<file path="src/rtl/alu_pipe_pkg.sv">
// Shared types for alu_pipe: opcode encoding, multiplier FSM states and result flags.
package alu_pipe_pkg;

  typedef enum logic [3:0] {
    OP_ADD  = 4'b0000,
    OP_SUB  = 4'b0001,
    OP_AND  = 4'b0010,
    OP_OR   = 4'b0011,
    OP_XOR  = 4'b0100,
    OP_SLL  = 4'b0101,
    OP_SRL  = 4'b0110,
    OP_SRA  = 4'b0111,
    OP_SLT  = 4'b1000,
    OP_SLTU = 4'b1001,
    OP_MUL  = 4'b1010
  } op_e;

  typedef enum logic {
    ST_IDLE = 1'b0,
    ST_MUL  = 1'b1
  } state_e;

  typedef struct packed {
    logic zero;
    logic neg;
    logic carry;
    logic ovf;
    logic err;
  } flags_t;

endpackage

</file>
<file path="src/rtl/alu_pipe_core.sv">
// Combinational op and flag evaluation for alu_pipe; MUL is not handled here
// and decodes as an invalid op.
module alu_pipe_core
  import alu_pipe_pkg::*;
#(
  parameter int unsigned WIDTH = 32
) (
  input  logic [WIDTH-1:0] a_i,
  input  logic [WIDTH-1:0] b_i,
  input  logic [3:0]       op_i,
  output logic [WIDTH-1:0] result_o,
  output flags_t           flags_o
);

  localparam int unsigned SHAMT_W = $clog2(WIDTH);

  logic [WIDTH:0]         sum;
  logic [WIDTH:0]         diff;
  logic [SHAMT_W-1:0]     shamt;

  assign sum   = {1'b0, a_i} + {1'b0, b_i};
  assign diff  = {1'b0, a_i} - {1'b0, b_i};
  assign shamt = b_i[SHAMT_W-1:0];

  always_comb begin
    result_o      = '0;
    flags_o       = '0;
    case (op_i)
      OP_ADD: begin
        result_o      = sum[WIDTH-1:0];
        flags_o.carry = sum[WIDTH];
        flags_o.ovf   = (a_i[WIDTH-1] == b_i[WIDTH-1]) && (sum[WIDTH-1] != a_i[WIDTH-1]);
      end
      OP_SUB: begin
        // The WIDTH+1 subtraction's top bit is exactly the unsigned borrow.
        result_o      = diff[WIDTH-1:0];
        flags_o.carry = diff[WIDTH];
        flags_o.ovf   = (a_i[WIDTH-1] != b_i[WIDTH-1]) && (diff[WIDTH-1] != a_i[WIDTH-1]);
      end
      OP_AND:  result_o = a_i & b_i;
      OP_OR:   result_o = a_i | b_i;
      OP_XOR:  result_o = a_i ^ b_i;
      OP_SLL:  result_o = a_i << shamt;
      OP_SRL:  result_o = a_i >> shamt;
      OP_SRA:  result_o = $unsigned($signed(a_i) >>> shamt);
      OP_SLT:  result_o = {{(WIDTH-1){1'b0}}, ($signed(a_i) < $signed(b_i))};
      OP_SLTU: result_o = {{(WIDTH-1){1'b0}}, (a_i < b_i)};
      default: flags_o.err = 1'b1;
    endcase
    flags_o.zero = (result_o == '0);
    flags_o.neg  = result_o[WIDTH-1];
  end

endmodule

</file>
<file path="src/rtl/alu_pipe.sv">
// Registered ALU with valid/ready handshake on both sides and one output stage.
// Define ALU_PIPE_MUL_EN to add the iterative shift-add multiplier (op 1010).
module alu_pipe
  import alu_pipe_pkg::*;
#(
  parameter int unsigned WIDTH = 32
) (
  input  logic             clk,
  input  logic             rst,
  input  logic             in_valid,
  output logic             in_ready,
  input  logic [WIDTH-1:0] in_a,
  input  logic [WIDTH-1:0] in_b,
  input  logic [3:0]       in_op,
  output logic             out_valid,
  input  logic             out_ready,
  output logic [WIDTH-1:0] out_result,
  output logic             out_zero,
  output logic             out_neg,
  output logic             out_carry,
  output logic             out_ovf,
  output logic             out_err
);

  logic [WIDTH-1:0] core_res;
  flags_t           core_flags;
  state_e           state_q;
  logic             accept;
  logic             is_mul_op;
  logic             mul_done;
  logic [WIDTH-1:0] mul_res;
  logic             valid_q, valid_d;
  logic [WIDTH-1:0] res_q, res_d;
  flags_t           flags_q, flags_d;

  alu_pipe_core #(.WIDTH(WIDTH)) u_core (
    .a_i      (in_a),
    .b_i      (in_b),
    .op_i     (in_op),
    .result_o (core_res),
    .flags_o  (core_flags)
  );

  assign in_ready = (state_q == ST_IDLE) && (!valid_q || out_ready);
  assign accept   = in_valid && in_ready;

`ifdef ALU_PIPE_MUL_EN
  localparam int unsigned CNT_W = $clog2(WIDTH) + 1;

  state_e           state_d;
  logic [WIDTH-1:0] mul_a_q, mul_a_d, mul_b_q, mul_b_d, acc_q, acc_d;
  logic [CNT_W-1:0] cnt_q, cnt_d;

  assign is_mul_op = (in_op == OP_MUL);
  assign mul_res   = acc_q;

  always_ff @(posedge clk) begin
    if (rst) state_q <= ST_IDLE;
    else     state_q <= state_d;
  end

  always_comb begin
    state_d = state_q;
    case (state_q)
      ST_IDLE: if (accept && is_mul_op) state_d = ST_MUL;
      ST_MUL:  if (mul_done)            state_d = ST_IDLE;
      default: state_d = ST_IDLE;
    endcase
  end

  // The product waits in acc_q if the output register still holds an unconsumed result.
  always_comb begin
    mul_done = (state_q == ST_MUL) && (cnt_q == CNT_W'(WIDTH)) && (!valid_q || out_ready);
  end

  always_comb begin
    mul_a_d = mul_a_q;
    mul_b_d = mul_b_q;
    acc_d   = acc_q;
    cnt_d   = cnt_q;
    if (accept) begin
      mul_a_d = in_a;
      mul_b_d = in_b;
      acc_d   = '0;
      cnt_d   = '0;
    end else if (state_q == ST_MUL && cnt_q != CNT_W'(WIDTH)) begin
      acc_d   = acc_q + (mul_b_q[0] ? mul_a_q : '0);
      mul_a_d = mul_a_q << 1;
      mul_b_d = mul_b_q >> 1;
      cnt_d   = cnt_q + 1'b1;
    end
  end

  always_ff @(posedge clk) begin
    if (rst) begin
      mul_a_q <= '0;
      mul_b_q <= '0;
      acc_q   <= '0;
      cnt_q   <= '0;
    end else begin
      mul_a_q <= mul_a_d;
      mul_b_q <= mul_b_d;
      acc_q   <= acc_d;
      cnt_q   <= cnt_d;
    end
  end
`else
  assign state_q   = ST_IDLE;
  assign is_mul_op = 1'b0;
  assign mul_done  = 1'b0;
  assign mul_res   = '0;
`endif

  always_comb begin
    valid_d = valid_q && !out_ready;
    res_d   = res_q;
    flags_d = flags_q;
    if (mul_done) begin
      res_d        = mul_res;
      flags_d      = '0;
      flags_d.zero = (mul_res == '0);
      flags_d.neg  = mul_res[WIDTH-1];
      valid_d      = 1'b1;
    end else if (accept && !is_mul_op) begin
      res_d   = core_res;
      flags_d = core_flags;
      valid_d = 1'b1;
    end
  end

  always_ff @(posedge clk) begin
    if (rst) begin
      valid_q <= 1'b0;
      res_q   <= '0;
      flags_q <= '0;
    end else begin
      valid_q <= valid_d;
      res_q   <= res_d;
      flags_q <= flags_d;
    end
  end

  assign out_valid  = valid_q;
  assign out_result = res_q;
  assign out_zero   = flags_q.zero;
  assign out_neg    = flags_q.neg;
  assign out_carry  = flags_q.carry;
  assign out_ovf    = flags_q.ovf;
  assign out_err    = flags_q.err;

endmodule
</file>
<file path="config.mk">
export PLATFORM = sky130hd
export DESIGN_NAME = alu_pipe
export DESIGN_NICKNAME = d
export VERILOG_FILES = /design/src/rtl/alu_pipe_pkg.sv /design/src/rtl/alu_pipe_core.sv /design/src/rtl/alu_pipe.sv
export SDC_FILE = /design/constraint.sdc
export NUM_CORES = 1
export LEC_CHECK = 0
export ABC_AREA = 1
export BUFFER_PORTS_ARGS = -buffer_cell sky130_fd_sc_hd__buf_4
export CAP_MARGIN = 10
export CORE_MARGIN = 2
export CORE_UTILIZATION = 35
export DETAILED_ROUTE_END_ITERATION = 10
export PLACE_DENSITY_LB_ADDON = 0.2
export SETUP_SLACK_MARGIN = 0.2
export SYNTH_ARGS = -nofsm -noshare
export SYNTH_HDL_FRONTEND = slang
export SYNTH_SLANG_ARGS = --single-unit
</file>
<file path="constraint.sdc">
create_clock -name clk -period 3.17 [get_ports clk]
set_input_delay 0 -clock clk [delete_from_list [all_inputs] [get_ports clk]]
set_output_delay 0 -clock clk [all_outputs]
set_load 0.02 [all_outputs]
</file>
==> results.md <==
* Via density at 5.77
* Die Height at about 180 um
* Fmax at 364 MHz
* Worst Skew at 0.00584 ns
* Layout net count at approximately 2500
* Worst Tran Pin Value at 0.970 ns
* Fin Setup TNS at 0 ns
* Antenna viol nets, final at 0
* Crit. Startpoint: in_a[7]
* Mapped Avg Cell Area at 5.11 um2
* # IOs at between 100 and 150
* Reg-to-reg critical path endpoint: out_zero$_SDFFE_PP0P_
* Most frequent cells in the layout: nand2_1 (653), nand3_1 (417), inv_1 (254)
* Pre-CTS setup slack at 0.186 ns
* Final Cycle Share at 0.867
* Row cnt at between 60 and 70
* Post-Syn Instances at ~2200
* Minimum clock period at 2.75 ns
* CP max FO at 7
* Worst Slack Setup Final at roughly 0.42 ns
* Die X at ~180 um
* Maxcap violations at 0
* WP data required at 3.40 ns
* R2r setup slk at 0.43 ns
* Worst-Skew Late Latency at 0.29 ns
* Library cells used by synthesis at 46
* CTS tree: built
* CP Capture Type: register
* Most common cell after layout, fill and taps aside: nand2_1
* R2R Path Start: out_valid$_SDFF_PP0_
* Diodes inserted at 0
* Top cell type's share of synthesized area at 0.216
* Core Region at roughly 0.032 mm2
* Biggest area consumer among synthesized cells: nand2_1
* Worst VDD drop at approximately 0.28 mV
* Hold/Removal Path Class: in -> reg
* Critical Setup Path Class: in -> reg
* CP arrival at 2.97 ns
* Largest net degree at the start of global routing at 67
* Initial Utilization at 0.358
* RSZ-0062 raised after global routing: false
* DIE AREA at between 0.03 and 0.04 mm2
* Most used DFF post-synth: dfxtp_1
* Clock root buffer: clkbuf_16
* Vias in the first global route at 14600
* Synth top area cells: nand2_1 (22%), nand3_1 (18%), ha_1 (11%), inv_1 (8.4%), nor2_1 (7.8%)
* Final setup violation count at 0
* Vias at 15600
* Synth warnings at 0
* Async S/R FF share, synth at 0
* Status: completed
* DRC viols at 0
* GPL Wtd Cong at 1.08
* First-pass GRT wire length at 90.6 mm
* Clk buf depth at 2
* Num CTS Buffers at 5
* Mapped cell area at ~0.011 mm2
* Post-CTS setup buffer count at 0
* Post-synthesis sequential area ratio at 0.0653
* Final Max Tran Viols at 0
* CP Launch Type: primary input
* Wire per inst at 22.7 um
* Clock-pin slew on the worst setup and hold paths at 0.07 ns
* IO Port Bufs at 110
* Yosys reg bits at 37
* CP Capture Point: out_zero$_SDFFE_PP0P_
* Overall routing resource usage at 0.358
* Initial antenna violation count at 0
* Mapped Nets at 2397
* Worst R2R Path Depth at 13
* DP HPWL at between 50 and 60 mm
* Pwr/cell area at 262 mW/mm2
* Routed WL at 61.6 mm
* Hold Vio Cnt, Final at 0
* Area delta synth->final at 13.9%
* Clock Sinks at 37
* Fraction of layout cells with a size suffix above 1 at 0.107
* P_leak at 7.05 nW
* Grt ovf at 0
* Drt initial violations at 1976
* Drt first pass iters at 6
* Post-synth EDFFs at 0
* Worst rel slew slack at 0.351
* Htree depth at 2
## state kept, by name, summed over array words and instances, names as in the netlist
name        cells
out_err         1
out_ovf         1
out_zero        1
out_valid       1
out_result     32
out_carry       1
## kinds of logic after synthesis
family | Yosys count | share of synthesized area
and+or+nand+nor | 1416 | 0.539
buffers and inverters | 376 | 0.136
AOI/OAI and AO/OA | 284 | 0.141
adders and majority gates | 105 | 0.117
DFF | 37 | 0.0653
xor gates and xnor gates | 2 | 0.00154
## worst max-delay path, cell delays in order
cell and delay (ns):
buf_4 0.15, inv_1 0.06, ha_1 0.30, buf_4 0.17, a21oi_1 0.32, o21ai_0 0.22, inv_1 0.10, nand3_1 0.20
o21ai_0 0.28, buf_4 0.17, nand2_1 0.05, nor2_1 0.31, nand3_1 0.13, nor2_1 0.14, nand3_1 0.09, nor2_1 0.10
nand2_1 0.08, a21oi_2 0.11
## how the worst min path moves through the flow
| stage | startpoint | endpoint | slack, ns | cells after the start |
|---|---|---|---|---|
| after global routing | out_ready | out_valid$_SDFF_PP0_ | 0.06 | 4 |
| after CTS | out_ready | out_valid$_SDFF_PP0_ | 0.01 | 4 |
| final | out_ready | out_valid$_SDFF_PP0_ | 0.008 | 4 |
| after global placement | rst | out_zero$_SDFFE_PP0P_ | 0.26 | 2 |
| after detailed placement | rst | out_zero$_SDFFE_PP0P_ | 0.26 | 2 |
| after floorplan | in_valid | out_valid$_SDFF_PP0_ | 0.13 | 2 |
## where the power goes
part	internal (mW)	switching, mW
registers	0.502	0.0251
logic	0.665	1.51
clock network	0.455	0.228
total	1.62	1.76
## synthesized netlist by cell type (all sizes together), types with 3 or more instances
cell type    n
o211ai      25
o221ai       3
dfxtp       37
and2         9
a221oi       3
buf         71
a21o         4
nand4       34
nand2      679
nand3      420
nand3b       3
a21oi      108
clkbuf      32
inv        270
nor3        21
a211oi       5
or2          5
a31oi        8
o21bai       8
nor2       242
clkinv       3
o22ai       18
o21a         4
o21ai       96
ha         103
## what timing repair did
item / CTS / global route
setup endpoints to repair: 0 / 1
hold buffers: 2 / 0
gates resized for setup: 0 / 1
hold endpoints to repair: 3 / 0
## layer usage
layer	GRT usage	share of wire
met3	0.0452	0.090
met1	0.493	0.43
met4	0.114	0.038
met5	0	0
met2	0.576	0.44
## final cells by class
| class | instances | area [um2] |
|---|---|---|
| timing repair buffer | 184 | 1400 |
| clock inverter | 3 | 68.8 |
| inverter | 273 | 1030 |
| multi-input combinational | 1807 | 9060 |
| tap | 402 | 503 |
| fill | 3782 | 18800 |
| sequential | 37 | 741 |
| clock buffer | 5 | 125 |
## per-stage QoR
stage | cell area [um2] | power, mW | cells | util | hold WS [ns]
3_5_place_dp | 12700 | 2.63 | 2701 | 0.401 | 0.258
2_1_floorplan | 11300 | 1.83 | 2220 | - | 0.134
5_1_grt | 12900 | 3.58 | 2711 | 0.407 | 0.0556
3_3_place_gp | 12700 | 2.64 | 2701 | 0.401 | 0.260
6_report | 12900 | 3.38 | 2711 | 0.407 | 0.00759
4_1_cts | 12900 | 3.31 | 2711 | 0.407 | 0.00953
No activity file was read; power rests on OpenSTA's default activity.
